$ cat src/rtl/pipe_pkg.sv
// Shared MEM-stage types: FSM encoding, default timeout and the EX/MEM register layout.
package pipe_pkg;

  typedef enum logic {IDLE = 1'b0, BUSY = 1'b1} mem_state_e;

  localparam int TIMEOUT_CYCLES_DEF = 255;

  typedef struct packed {
    logic        valid;
    logic        wreg;
    logic        m2reg;
    logic        wmem;
    logic [31:0] alu;
    logic [31:0] b;
    logic [4:0]  rn;
  } exmem_t;

  function automatic logic is_memop(input exmem_t r);
    return r.valid & (r.m2reg | r.wmem);
  endfunction

endpackage

$ cat src/rtl/pipe_mem_timer.sv
// Counts consecutive BUSY cycles without ack; expire pulses on the last allowed cycle.
module pipe_mem_timer
  import pipe_pkg::*;
#(
  parameter int TIMEOUT_CYCLES = TIMEOUT_CYCLES_DEF
) (
  input  logic clock,
  input  logic resetn,
  input  logic busy,
  input  logic ack,
  output logic expire
);

  localparam int CW = $clog2(TIMEOUT_CYCLES + 1);
  localparam logic [CW-1:0] LAST = CW'(TIMEOUT_CYCLES - 1);

  logic [CW-1:0] cnt;

  // An ack on the final cycle wins, so expire is masked by ack.
  assign expire = busy & ~ack & (cnt == LAST);

  always_ff @(posedge clock or negedge resetn) begin
    if (!resetn)                   cnt <= '0;
    else if (!busy || ack || expire) cnt <= '0;
    else                           cnt <= cnt + 1'b1;
  end

endmodule

$ cat src/rtl/pipe_mem_stage.sv
// MEM pipeline stage: EX/MEM register, single-outstanding data-memory handshake, MEM/WB register.
// Optional access timeout with sticky mem_err when MEM_TIMEOUT_EN is defined.
module pipe_mem_stage
  import pipe_pkg::*;
#(
  parameter int TIMEOUT_CYCLES = TIMEOUT_CYCLES_DEF
) (
  input  logic        clock,
  input  logic        resetn,
  input  logic        evalid,
  input  logic        ewreg,
  input  logic        em2reg,
  input  logic        ewmem,
  input  logic [31:0] ealu,
  input  logic [31:0] eb,
  input  logic [4:0]  ern,
  output logic        stall,
  output logic        dmem_req,
  output logic        dmem_we,
  output logic [31:0] dmem_addr,
  output logic [31:0] dmem_wdata,
  input  logic [31:0] dmem_rdata,
  input  logic        dmem_ack,
  output logic        wwreg,
  output logic        wm2reg,
  output logic [31:0] walu,
  output logic [31:0] wmo,
  output logic [4:0]  wrn,
  output logic        mem_err
);

  exmem_t     m;
  mem_state_e state;
  logic       busy, memop, complete, timeout;

  assign busy       = (state == BUSY);
  assign memop      = is_memop(m);
  assign stall      = busy & ~dmem_ack;
  assign complete   = (m.valid & ~memop) | (busy & dmem_ack);
  assign dmem_req   = busy;
  assign dmem_we    = busy & m.wmem;
  assign dmem_addr  = m.alu;
  assign dmem_wdata = m.b;

  always_ff @(posedge clock or negedge resetn) begin
    if (!resetn) begin
      m      <= '0;
      state  <= IDLE;
      wwreg  <= 1'b0;
      wm2reg <= 1'b0;
      walu   <= '0;
      wmo    <= '0;
      wrn    <= '0;
    end else begin
      if (!stall) begin
        m     <= '{valid: evalid, wreg: ewreg, m2reg: em2reg, wmem: ewmem,
                   alu: ealu, b: eb, rn: ern};
        // Going straight from one ack into the next access keeps req high.
        state <= (evalid & (em2reg | ewmem)) ? BUSY : IDLE;
      end else if (timeout) begin
        state <= IDLE;
      end
      if (complete) begin
        wwreg  <= m.wreg;
        wm2reg <= m.m2reg;
        walu   <= m.alu;
        wrn    <= m.rn;
        if (m.m2reg) wmo <= dmem_rdata;
      end else begin
        wwreg  <= 1'b0;
        wm2reg <= 1'b0;
      end
    end
  end

`ifdef MEM_TIMEOUT_EN
  pipe_mem_timer #(.TIMEOUT_CYCLES(TIMEOUT_CYCLES)) u_timer (
    .clock  (clock),
    .resetn (resetn),
    .busy   (busy),
    .ack    (dmem_ack),
    .expire (timeout)
  );

  always_ff @(posedge clock or negedge resetn) begin
    if (!resetn)      mem_err <= 1'b0;
    else if (timeout) mem_err <= 1'b1;
  end
`else
  assign timeout = 1'b0;
  assign mem_err = 1'b0;
`endif

endmodule
$ cat config.mk
export PLATFORM = sky130hd
export DESIGN_NAME = pipe_mem_stage
export DESIGN_NICKNAME = d
export VERILOG_FILES = /design/src/rtl/pipe_pkg.sv /design/src/rtl/pipe_mem_timer.sv /design/src/rtl/pipe_mem_stage.sv
export SDC_FILE = /design/constraint.sdc
export NUM_CORES = 1
export LEC_CHECK = 0
export BUFFER_PORTS_ARGS = -buffer_cell sky130_fd_sc_hd__buf_4
export CAP_MARGIN = 0
export CORE_UTILIZATION = 35
export DETAILED_ROUTE_END_ITERATION = 16
export SYNTH_ARGS = -nofsm -noshare
export SYNTH_HDL_FRONTEND = slang
export SYNTH_SLANG_ARGS = --single-unit
$ cat constraint.sdc
create_clock -name clock -period 1.3 [get_ports clock]
set_input_delay 0.195 -clock clock [delete_from_list [all_inputs] [get_ports clock]]
set_output_delay 0.195 -clock clock [all_outputs]
set_load 0.01 [all_outputs]
==> metrics.md <==
| Metric | Value |
|---|---|
| Status | `finished, violations left` |
| Register bit total from synthesis | `145` |
| Yosys cell types | `17` |
| Drt first-iter violations | `87` |
| Worst setup EP type | `flip-flop` |
| Syn Std Cell Area | `6010 sq um` |
| Main combinational cell family by area after synthesis | `multiplexers` |
| Largest cells by area after synthesis | `dfrtp_1 60%, mux2_2 23%, buf_4 8.2%` |
| Vias in the first global route | `4195` |
| Clock H-tree levels | `4` |
| Final setup viols | `126` |
| Post-DP HPWL | `9.52 mm` |
| Worst path required time | `1.59 ns` |
| DRC | `0` |
| Detailed Routing Iterations Pass 1 | `4` |
| CTS tree | `yes` |
| Fin. max-slew vios | `0` |
| Final hold vios | `0` |
| Num CTS Buffers | `17` |
| Setup TNS | `-8.99 ns` |
| Area post-placement | `7840 sq um` |
| Area Growth Syn to Fin | `58.8%` |
| WL met3 | `915 um` |
| Buffer depth of the longest clock path | `2` |
| Hold Crit Class | `primary input to flip-flop` |
| Synth top area share | `60.3%` |
| Final Instance Area | `9550 sq um` |
| Final core utilization | `57.2%` |
| Layout Cells excl Fill | `892` |
| Critical Path AT | `1.72 ns` |
| Storage cell area | `3630 sq um` |
| Tot Pwr | `0.0145 W` |
| Power Density | `1520 nW/um^2` |
| Share of layout cells above drive strength 1 | `67.3%` |
| Post-Place Cells | `781` |
| Clk slew on worst S/H paths | `0.06 ns` |
| Largest net degree at the start of global routing | `41` |
| WS Path Type | `flip-flop to flip-flop` |
| Width of the die | `133 um` |
| Yosys top cell by area | `dfrtp_1` |
| Via count | `3910` |
| Top layer in use | `met4` |
| Simple-gate share of the synthesized area | `0.915%` |
| Clk_skew | `0.00808 ns` |
| Boundary Pins | `247` |
| CTS Sinks | `145` |
| Final period util | `110%` |
| Footprint of the multi-input gates | `2030 sq um` |
| Startpoint Class | `flip-flop` |
| Fillcell total | `1329` |
| GRT Overall Usage | `16.8%` |
| Antenna viol nets, final | `0` |
| Root Buffer | `clkbuf_16` |
| XOR/XNOR Fraction of Synth Area | `0%` |
| Via/cell ratio | `4.38` |
| Number of port buffers | `245` |
| Die H | `133 um` |
| Met2 wire len | `7.52 mm` |
| Syn_area_per_cell | `15.9 sq um` |
| Latest clock arrival within the worst-skew pair | `0.41 ns` |
| Syn Nets | `486` |
| Sequential area share after synthesis | `60.3%` |
| Unrepaired setup endpoints after global routing | `true` |
| Crit Path Max Fanout | `11` |
| Final worst path period need | `1.43 ns` |
| # rows | `47` |
| Synth Warn # | `0` |
| Max Clk Rate | `699 MHz` |
| Max-Cap Viols | `0` |
| Total Wirelength | `14.9 mm` |
| WL met1 | `6.24 mm` |
| Mux contribution to synthesized area | `27.8%` |
| Worst setup margin | `-0.131 ns` |
| Compound-Gate Fraction of Synth Area | `0.229%` |
| Worst vdd ir | `0.927 mV` |
| Starting Density | `36.0%` |
| Cells after Synth | `378` |
| Final Wtd Congestion | `0.740` |
| Die footprint | `17700 sq um` |
| Failing checks | `negative setup slack` |
| # nets final | `769` |
| Wire length of the first global-routing pass | `22.8 mm` |
| Detail-routed net length per standard cell | `16.7 um` |
| Antenna cells | `0` |
| Area share of fa/ha/maj cells after synthesis | `0%` |
| P_leak | `4.69 nW` |
| Antenna violations before repair | `0` |
| GR Overflow Total | `0` |
| Core area | `16700 sq um` |
[cell type report]
| class | count | area share, % |
|---|---|---|
| well taps | 220 | 2.88 |
| repair buffers | 344 | 31.8 |
| clock inverters | 9 | 1.13 |
| multi-input cells | 152 | 21.3 |
| clock buffers | 21 | 4.93 |
| inverters | 1 | 0.0393 |
| flip-flops and latches | 145 | 38.0 |
[logic make-up (layout without fill, tap and decap cells)]
| logic type | Yosys count | in the layout |
|---|---|---|
| AND/OR/NAND/NOR | 7 | 7 |
| AO/OA/AOI/OAI | 2 | 2 |
| other | 1 | 1 |
| flip-flops | 145 | 145 |
| multiplexers | 142 | 142 |
| buffers and inverters | 81 | 375 |
[power by group]
part | switching, W | internal (W)
Sequential | 0.000513 | 0.00533
Combinational | 0.00141 | 0.00252
Clock | 0.00182 | 0.00295
[registers in the layout (all words and copies together), names as in the netlist]
| register | count |
|---|---|
| wmo | 32 |
| wrn | 5 |
| dmem_wdata | 32 |
| walu | 32 |
| m | 9 |
| dmem_addr | 32 |
| dmem_req | 1 |
| wwreg | 1 |
| wm2reg | 1 |
[synth_stat cells]
cell type	instances
and2_1	2
buf_12	2
buf_2	5
buf_4	66
buf_6	7
conb_1	1
dfrtp_1	145
inv_1	1
mux2_2	123
mux2_4	19
nand2_1	1
nand2b_1	1
nand2b_4	1
nand3_2	1
nor2b_2	1
o21ai_0	1
o21ai_2	1
[placed cells by master, fill, tap and decap left out, types with 2 or more instances in the layout]
cell type and instances:
buf_12 6, buf_16 4, buf_4 252, buf_6 8, bufinv_16 2, clkbuf_16 22, clkbuf_8 3, clkinv_2 3
clkinvlp_4 2, dfrtp_1 145, dlygate4sd3_1 68, mux2_2 52, mux2_4 90
[repair_timing]
action,4_1_cts,5_1_grt
hold buffers,60,8
buffers inserted,2,3
pin swaps,0,1
resized for setup,19,38
gates cloned,3,5
endpoints found under the setup margin,138,145
endpoints found under the hold margin,196,8
[routing by layer]
metal | GRT usage, % | vias up
li1 | - | 1799
met2 | 28.3 | 143
met5 | 0 | -
met4 | 6.31 | 0
met1 | 19.9 | 1951
met3 | 5.63 | 17
[critical path: stages (launching register included)]
cell	delay [ns]
dfrtp_1	0.37
nand2b_4	0.14
o21ai_4	0.15
buf_4	0.16
clkbuf_16	0.17
mux2_4	0.30
[final timing paths]
kind | startpoint | endpoint | slack [ns] | depth (start not counted)
max | m[70] | walu[14] | -0.13 | 5
min reg2reg | m[71] | wwreg | 0.48 | 1
max reg2reg | m[70] | walu[14] | -0.13 | 5
min in group asynchronous | resetn | walu[23] | 0.22 | 2
max in group asynchronous | resetn | wmo[21] | 0.55 | 3
min | dmem_rdata[6] | wmo[6] | 0.02 | 2
[through the flow]
| step | hold WS, ns | setup slack [ns] |
|---|---|---|
| 2_1_floorplan | -0.101 | -0.0670 |
| 3_3_place_gp | 0.0807 | -0.0699 |
| 3_5_place_dp | 0.0804 | -0.0929 |
| 4_1_cts | 0.0000930 | -0.131 |
| 5_1_grt | 0.00122 | -0.182 |
| 6_report | 0.0213 | -0.131 |
No activity file was read; power rests on OpenSTA's default activity.
